==> config.mk <==
export PLATFORM = sky130hd
export DESIGN_NAME = figo_rover_nav
export DESIGN_NICKNAME = d
export VERILOG_FILES = /design/src/rtl/figo_rover_nav.sv
export SDC_FILE = /design/constraint.sdc
export NUM_CORES = 1
export LEC_CHECK = 0
export CAP_MARGIN = 20
export CORE_ASPECT_RATIO = 1.25
export CORE_MARGIN = 5
export CORE_UTILIZATION = 35
export DETAILED_ROUTE_END_ITERATION = 7
export PLACE_DENSITY = 0.6
export SLEW_MARGIN = 10
export SYNTH_ARGS = -nofsm -noshare
export SYNTH_HDL_FRONTEND = slang
export SYNTH_SLANG_ARGS = --single-unit
export TNS_END_PERCENT = 100
==> constraint.sdc <==
create_clock -name clk -period 6.4 [get_ports clk]
set_input_delay 0.64 -clock clk [delete_from_list [all_inputs] [get_ports clk]]
set_output_delay 0.64 -clock clk [all_outputs]
set_load 0.02 [all_outputs]
==> src/rtl/figo_rover_nav.sv <==
// figo_rover_nav: ring-position navigation FSM for the FIGO land rover.
// Accepts one command at a time (HOLD / FWD / BACK / HOME) over a valid/ready
// handshake. Each step dwells STEP_CYCLES cycles; an obstacle seen at a
// step-commit edge parks the rover in BLOCKED until the path clears.
// Optional feature macro: FIGO_NAV_ODOMETER_EN (saturating move_count odometer;
// when undefined move_count is tied to zero).
module figo_rover_nav #(
    parameter int NUM_LOC     = 8,
    parameter int LOC_W       = 3,
    parameter int HOME_LOC    = 0,
    parameter int STEP_CYCLES = 1,
    parameter int MCNT_W      = 8
) (
    input  logic              clk,
    input  logic              reset,
    input  logic              cmd_valid,
    input  logic [1:0]        cmd,
    output logic              cmd_ready,
    input  logic              obstacle,
    output logic [LOC_W-1:0]  current_location,
    output logic              busy,
    output logic              blocked,
    output logic              done,
    output logic [MCNT_W-1:0] move_count
);

    // Dwell counter only has to hold STEP_CYCLES-1; keep it at least one bit wide.
    localparam int DW = (STEP_CYCLES > 1) ? $clog2(STEP_CYCLES) : 1;

    localparam logic [DW-1:0]    DWELL_LOAD = DW'(STEP_CYCLES - 1);
    localparam logic [LOC_W-1:0] HOME_L     = LOC_W'(HOME_LOC);
    localparam logic [LOC_W-1:0] LAST_L     = LOC_W'(NUM_LOC - 1);
    // One extra bit so the modular distance can be formed without overflow.
    localparam logic [LOC_W:0]   RING       = (LOC_W + 1)'(NUM_LOC);
    localparam logic [LOC_W:0]   HALF_RING  = (LOC_W + 1)'(NUM_LOC / 2);

    // Command codes double as the resume-mode encoding.
    localparam logic [1:0] C_HOLD = 2'b00;
    localparam logic [1:0] C_FWD  = 2'b01;
    localparam logic [1:0] C_BACK = 2'b10;
    localparam logic [1:0] C_HOME = 2'b11;

    typedef enum logic [1:0] {
        S_IDLE    = 2'd0,
        S_STEP    = 2'd1,
        S_HOMING  = 2'd2,
        S_BLOCKED = 2'd3
    } state_t;

    state_t           state_reg;
    logic [1:0]       mode_reg;
    logic [DW-1:0]    dwell_reg;
    logic [LOC_W-1:0] loc_reg;
    logic             done_reg;

    logic [LOC_W-1:0] loc_inc;
    logic [LOC_W-1:0] loc_dec;
    logic [LOC_W-1:0] loc_step;
    logic [LOC_W:0]   home_dist;
    logic             home_fwd;
    logic             step_fwd;
    logic             moving;
    logic             commit_edge;
    logic             commit;

    // Neighbour locations on the ring, with wrap-around at both ends.
    always_comb begin
        loc_inc = (loc_reg == LAST_L) ? '0 : loc_reg + 1'b1;
        loc_dec = (loc_reg == '0) ? LAST_L : loc_reg - 1'b1;
    end

    // Forward distance to home, (HOME_LOC - loc) mod NUM_LOC; ties go forward.
    always_comb begin
        if (HOME_L >= loc_reg) begin
            home_dist = {1'b0, HOME_L} - {1'b0, loc_reg};
        end else begin
            home_dist = {1'b0, HOME_L} + RING - {1'b0, loc_reg};
        end
        home_fwd = (home_dist <= HALF_RING);
    end

    // Direction and destination of the step that would commit this cycle.
    always_comb begin
        step_fwd    = (state_reg == S_HOMING) ? home_fwd : (mode_reg == C_FWD);
        loc_step    = step_fwd ? loc_inc : loc_dec;
        moving      = (state_reg == S_STEP) || (state_reg == S_HOMING);
        commit_edge = moving && (dwell_reg == '0);
        commit      = commit_edge && !obstacle;
    end

    // Main navigation FSM with its registered location and done outputs.
    always_ff @(posedge clk or negedge reset) begin
        if (!reset) begin
            state_reg <= S_IDLE;
            mode_reg  <= C_FWD;
            dwell_reg <= '0;
            loc_reg   <= HOME_L;
            done_reg  <= 1'b0;
        end else begin
            done_reg <= 1'b0;
            case (state_reg)
                S_IDLE: begin
                    if (cmd_valid) begin
                        case (cmd)
                            C_HOLD: begin
                                done_reg <= 1'b1;
                            end
                            C_FWD, C_BACK: begin
                                mode_reg  <= cmd;
                                dwell_reg <= DWELL_LOAD;
                                state_reg <= S_STEP;
                            end
                            default: begin
                                // HOME when already home completes without moving.
                                if (loc_reg == HOME_L) begin
                                    done_reg <= 1'b1;
                                end else begin
                                    mode_reg  <= C_HOME;
                                    dwell_reg <= DWELL_LOAD;
                                    state_reg <= S_HOMING;
                                end
                            end
                        endcase
                    end
                end
                S_STEP, S_HOMING: begin
                    if (commit) begin
                        loc_reg <= loc_step;
                        if ((state_reg == S_STEP) || (loc_step == HOME_L)) begin
                            state_reg <= S_IDLE;
                            done_reg  <= 1'b1;
                        end else begin
                            dwell_reg <= DWELL_LOAD;
                        end
                    end else if (commit_edge) begin
                        // Obstacle at the commit edge: no move, park until clear.
                        state_reg <= S_BLOCKED;
                    end else begin
                        dwell_reg <= dwell_reg - 1'b1;
                    end
                end
                S_BLOCKED: begin
                    if (!obstacle) begin
                        dwell_reg <= DWELL_LOAD;
                        state_reg <= (mode_reg == C_HOME) ? S_HOMING : S_STEP;
                    end
                end
                default: begin
                    state_reg <= S_IDLE;
                end
            endcase
        end
    end

`ifdef FIGO_NAV_ODOMETER_EN
    logic [MCNT_W-1:0] mcnt_reg;

    // Saturating count of committed steps.
    always_ff @(posedge clk or negedge reset) begin
        if (!reset) begin
            mcnt_reg <= '0;
        end else if (commit && (mcnt_reg != '1)) begin
            mcnt_reg <= mcnt_reg + 1'b1;
        end
    end

    assign move_count = mcnt_reg;
`else
    assign move_count = '0;
`endif

    // Status decodes straight from the state register.
    assign cmd_ready        = (state_reg == S_IDLE);
    assign busy             = (state_reg != S_IDLE);
    assign blocked          = (state_reg == S_BLOCKED);
    assign current_location = loc_reg;
    assign done             = done_reg;

endmodule

==> impl_metrics.env, run 1 <==
export IMPL_p_per_area_nw_per_um2=539
export IMPL_grt_max_degree=11
export IMPL_tritoncts="yes"
export IMPL_hold_worst_slack_ns=0.514
export IMPL_final_area_um2=1040
export IMPL_setup_violations=0
export IMPL_ios=21
export IMPL_cts_buffers=3
export IMPL_syn_area_um2=883
export IMPL_wl_um=2000
export IMPL_area_growth_pct=17.4
export IMPL_setup_slack_ns=3.57
export IMPL_pre_cts_ws_ns=3.57
export IMPL_fin_skew_ns=0.00380
export IMPL_coreArea_um2=2430
export IMPL_dieHeight_um=66.2
export IMPL_critPathMaxFanout=10
export IMPL_layout_commonest_cell="ha_1"
export IMPL_max_freq_ghz=0.353
export IMPL_postSynthCellCount=103
export IMPL_cp_slowest_cell="or4_1"
export IMPL_grt_ovfl_total=0
export IMPL_holdBufCountCts=0
export IMPL_critPathArrivalTime_ns=2.95
export IMPL_post_cts_buffers=0
export IMPL_ant_nets=0
export IMPL_yosysWarnings=0
export IMPL_grt_antenna_before_repair=0
export IMPL_cp_num_buf_inv=1
export IMPL_worst_setup_path_end_kind="register"
export IMPL_gp_congestion=0.875
export IMPL_io_buffers=12
export IMPL_drtIter0Drc=13
export IMPL_nets=138
export IMPL_ys_ff_latch=9
export IMPL_avgSynthCellArea_um2=8.58
export IMPL_slew_violations=0
export IMPL_drt_first_pass_iters=4
export IMPL_dp_hpwl_um=1630
export IMPL_drv_cap=0
export IMPL_max_stage_delay_ns=0.59
export IMPL_startpoint_type="register"
export IMPL_post_route_period_util_pct=44.3
export IMPL_wl_per_cell_um=13.2
export IMPL_rsz0062_at_grt="false"
export IMPL_placed_area_um2=1010
export IMPL_dp_cells=147
export IMPL_synth_seq_area_share_pct=25.6
export IMPL_vias_per_cell=5.15
export IMPL_cts_root_buf="clkbuf_4"
export IMPL_hp_class="reg2reg"
export IMPL_slew_limit_headroom_pct=45.5
export IMPL_tightestPinTransition_ns=0.816
export IMPL_p_leak_nw=0.463
export IMPL_cp_cell_sequence="inv_1 > ha_1 > ha_1 > or4_1 > a311oi_1 > nor3_1 > a311oi_1 > o221ai_1"
export IMPL_vias=777
export IMPL_drive_gt1_share_pct=5.93
export IMPL_fillers=260
export IMPL_clockBufferDepth=2
export IMPL_path_clk_slew_ns=0.06
export IMPL_hold_viol_final=0
export IMPL_fp_dieArea_um2=3640
export IMPL_largest_reg_flops=3
export IMPL_critical_path_top_delay_family="compound AO/OA/AOI/OAI gates"
export IMPL_grt_total_usage_pct=12.9
export IMPL_post_cts_resized=0
export IMPL_htreeDepth=1
export IMPL_final_cells=151
export IMPL_clock_latency_ns=0.26
export IMPL_rows=20
export IMPL_clock_sinks=9
export IMPL_crit_required_ns=6.52
export IMPL_ir_drop_uv=255
export IMPL_grt_pass1_vias=790
export IMPL_finalCriticalPeriod_ns=2.83
export IMPL_status="finished clean"
export IMPL_synth_distinct_cells=34
export IMPL_die_width_um=54.9
export IMPL_grt_pass1_wl_um=3460
export IMPL_layout_common_cells="ha_1 (13), inv_1 (12), clkdlybuf4s50_1 (12)"
export IMPL_criticalPathCategory="reg2reg"
export IMPL_final_setup_tns_ns=0
export IMPL_start_util_pct=36.4
export IMPL_antenna_cells=0
export IMPL_route_detailed_drc=0
[worst paths after layout]
kind / startpoint / endpoint / slack [ns] / cells past startpoint
hold / removal: mode_reg[0] / mode_reg[0] / 0.51 / 2
setup reg to reg: current_location[0] / state_reg[0] / 3.57 / 8
setup / recovery: current_location[0] / state_reg[0] / 3.57 / 8
max in group asynchronous: reset / mode_reg[0] / 5.39 / 1
hold reg to reg: mode_reg[0] / mode_reg[0] / 0.51 / 2
min in group asynchronous: reset / mode_reg[1] / 0.68 / 1
[report_power, final]
part | total, mW | switching, mW | internal [mW] | leakage, nW
Sequential | 0.123 | 0.0376 | 0.0854 | 0.109
Combinational | 0.393 | 0.223 | 0.170 | 0.339
Clock | 0.0437 | 0.0197 | 0.0240 | 0.0150
[per-stage QoR]
step                      total power [mW]  util [%]
after detailed placement             0.517      41.6
after floorplan                      0.403         -
final                                0.559      42.7
after global placement               0.513      41.6
after CTS                            0.565      42.7
after global routing                 0.621      42.7
[cell usage after synthesis]
master	n	area (um^2)
nor2b_1	3	18.8
mux2i_1	1	10.0
o221ai_1	3	26.3
o211ai_1	1	7.51
o221a_2	1	11.3
or4_1	1	7.51
ha_1	13	163
o21a_1	1	7.51
nor3b_1	2	15.0
nor2_1	8	30.0
xor2_1	1	8.76
inv_1	12	45.0
a221o_1	1	10.0
nor3_1	3	15.0
nand3_1	2	10.0
a221oi_1	1	8.76
a311o_1	2	20.0
dfrtp_1	8	200
nand2_1	7	26.3
a311oi_1	4	35.0
a222oi_1	1	10.0
buf_4	8	60.1
a21oi_1	3	15.0
nand2b_1	1	6.26
a22oi_1	1	7.51
o31ai_1	1	7.51
nand4_1	1	6.26
dfstp_2	1	26.3
or3_1	2	12.5
conb_1	1	3.75
o311ai_1	2	17.5
o21ai_0	4	20.0
or3b_2	1	8.76
or2_2	1	6.26
[worst reg2reg max path: stages, from the launching register on]
cell,delay [ns]
dfrtp_1,0.51
inv_1,0.11
ha_1,0.22
ha_1,0.24
or4_1,0.59
a311oi_1,0.35
nor3_1,0.13
a311oi_1,0.38
o221ai_1,0.16
[area by class of cell]
cell class              count  area [um^2]  share of cell area [%]
inverters                  12         45.0                    4.34
repair buffers             12          120                    11.6
well taps                  33         41.3                    3.98
multi-input cells          81          578                    55.7
clock buffers               4         26.3                    2.53
flip-flops and latches      9          226                    21.8
[logic make-up after synthesis]
group                    synth area share (%)
AO/OA/AOI/OAI                            23.1
XOR/XNOR                                0.992
adder cells (fa/ha/maj)                  18.4
buffers and inverters                    11.9
flip-flops                               25.6
multiplexers                             1.13
other                                   0.425
AND/OR/NAND/NOR                          18.4
[routing by layer]
metal	GRT usage, %	up-vias	share of wire, %
li1	-	394	-
met1	16.1	361	44
met2	21.2	17	50
met3	1.58	5	3.6
met4	6.38	0	2.4
met5	0	-	0
(Power assumes the default switching activity.)
==> run 2: changes to the inputs <==
Settings changed: PLACE_DENSITY 0.6 to 0.62.
Clock period 6.4 ns to 2.6 ns, I/O delays scaled along.
==> run 2 against run 1 <==
Against the previous run:
- design area is 5.4% higher
- non-clock buffer count is 5 higher
- register-to-register slack worse by 3.4 ns
- sequential power is 110% higher
- clock power grew to 2.7 times the previous value
- total power grew to 2.7 times the previous value
- first-iteration DRC count is 38% higher
==> impl_metrics.env, run 2 (synthesis results as in run 1) <==
export IMPL_grt_antenna_before_repair=0
export IMPL_cts_root_buf="clkbuf_4"
export IMPL_p_seq_share_pct=17.4
export IMPL_placed_area_um2=1050
export IMPL_vias_per_cell=5.23
export IMPL_htreeDepth=1
export IMPL_register_area_um2=228
export IMPL_coreArea_um2=2430
export IMPL_setup_violations=0
export IMPL_grt_ovfl_total=0
export IMPL_drtIter0Drc=18
export IMPL_slew_limit_headroom_pct=62.1
export IMPL_rows=20
export IMPL_reg2reg_to="state_reg[0]"
export IMPL_p_leak_nw=0.491
export IMPL_ant_nets=0
export IMPL_tritoncts="yes"
export IMPL_vias=816
export IMPL_area_growth_pct=23.8
export IMPL_finalCriticalPeriod_ns=2.42
export IMPL_clock_sinks=9
export IMPL_critPathMaxFanout=5
export IMPL_drv_cap=0
export IMPL_die_width_um=54.9
export IMPL_hold_viol_final=0
export IMPL_layout_commonest_cell="ha_1"
export IMPL_hp_class="in2async"
export IMPL_post_route_period_util_pct=93.3
export IMPL_hold_worst_slack_ns=0.285
export IMPL_max_freq_ghz=0.412
export IMPL_ios=21
export IMPL_dieHeight_um=66.2
export IMPL_drive_gt1_share_pct=13.0
export IMPL_tightestPinTransition_ns=0.569
export IMPL_grt_pass1_wl_um=3420
export IMPL_io_buffers=12
export IMPL_worst_setup_path_end_kind="register"
export IMPL_reg2reg_depth=8
export IMPL_startpoint_type="register"
export IMPL_p_per_area_nw_per_um2=1360
export IMPL_slew_violations=0
export IMPL_multiInputGateArea_um2=596
export IMPL_clockBufferDepth=2
export IMPL_status="finished clean"
export IMPL_grt_total_usage_pct=12.9
export IMPL_criticalPathCategory="reg2reg"
export IMPL_clockPowerShare_pct=7.9
export IMPL_dp_cells=152
export IMPL_p_int_uw=745
export IMPL_fillers=265
export IMPL_gp_congestion=0.814
export IMPL_critPathArrivalTime_ns=2.61
export IMPL_wl_um=2160
export IMPL_power_mw=1.49
export IMPL_p_switching_uw=740
export IMPL_dp_hpwl_um=1690
export IMPL_antenna_cells=0
export IMPL_r2r_setup_slack_ns=0.18
export IMPL_largest_reg_flops=3
export IMPL_fin_skew_ns=0.00476
export IMPL_rr_startpoint="current_location[0]"
export IMPL_clock_latency_ns=0.27
export IMPL_layout_common_cells="ha_1 (13), inv_1 (12), clkdlybuf4s50_1 (12)"
export IMPL_path_clk_slew_ns=0.07
export IMPL_start_util_pct=36.4
export IMPL_combPwrFrac_pct=74.6
export IMPL_grt_max_degree=10
export IMPL_post_cts_buffers=0
export IMPL_cts_buffers=3
export IMPL_route_detailed_drc=0
export IMPL_swShare_pct=49.8
export IMPL_crit_required_ns=2.78
export IMPL_ir_drop_uv=493
export IMPL_final_area_um2=1090
export IMPL_nets=143
export IMPL_final_cells=156
export IMPL_fp_dieArea_um2=3640
export IMPL_grt_pass1_vias=822
export IMPL_drt_first_pass_iters=4
export IMPL_wl_per_cell_um=13.9
-- run 2: power groups by stage --
| stage | logic, mW | clock network, mW | registers [mW] |
|---|---|---|---|
| global placement | 1.05 | 0 | 0.256 |
| CTS | 1.06 | 0.119 | 0.259 |
| floorplan | 0.678 | 0 | 0.315 |
| detailed placement | 1.06 | 0 | 0.261 |
| global route | 1.22 | 0.126 | 0.271 |
| finish | 1.11 | 0.118 | 0.259 |
-- run 2: final cells by class --
class,count,share of cell area [%]
Sequential cell,9,20.8
Inverter,12,4.12
Clock buffer,4,2.40
Timing Repair Buffer,17,14.4
Multi-Input combinational cell,81,54.5
Tap cell,33,3.78
-- run 2: routing by layer --
metal | vias up | global-route usage, % | wire length [um]
met3 | 5 | 2.71 | 88
met5 | - | 0 | 0
met1 | 396 | 13.4 | 811
met2 | 15 | 22.6 | 1220
met4 | 0 | 7.90 | 40
li1 | 400 | - | -
-- run 2: timing repair --
| item | CTS | global route |
|---|---|---|
| resized for setup | 0 | 3 |
| setup endpoints to repair | 0 | 2 |
| hold buffers | 0 | 0 |
-- run 2: critical path, stage by stage (launching register included) --
cell	delay (ns)
dfrtp_2	0.36
inv_1	0.05
ha_1	0.20
ha_1	0.27
nand2b_1	0.13
a311o_1	0.40
a221oi_1	0.53
a311oi_2	0.21
o221ai_1	0.19
-- run 2: how the worst max path moves through the flow --
stage	start	to	cells after the start
6_report	current_location[0]	state_reg[0]	8
5_1_grt	state_reg[0]	state_reg[0]	7
4_1_cts	current_location[0]	state_reg[0]	8
3_5_place_dp	current_location[0]	state_reg[0]	8
3_3_place_gp	current_location[0]	state_reg[0]	8
2_1_floorplan	current_location[1]	state_reg[0]	8
-- run 2: metrics by stage --
stage	util [%]	worst slack, ns	TNS, ns
after floorplan	-	0.0202	0
after global placement	43.2	0.198	0
after detailed placement	43.2	0.0945	0
after CTS	44.3	0.0828	0
after global routing	45.1	-0.00409	-0.00409
final	45.1	0.175	0
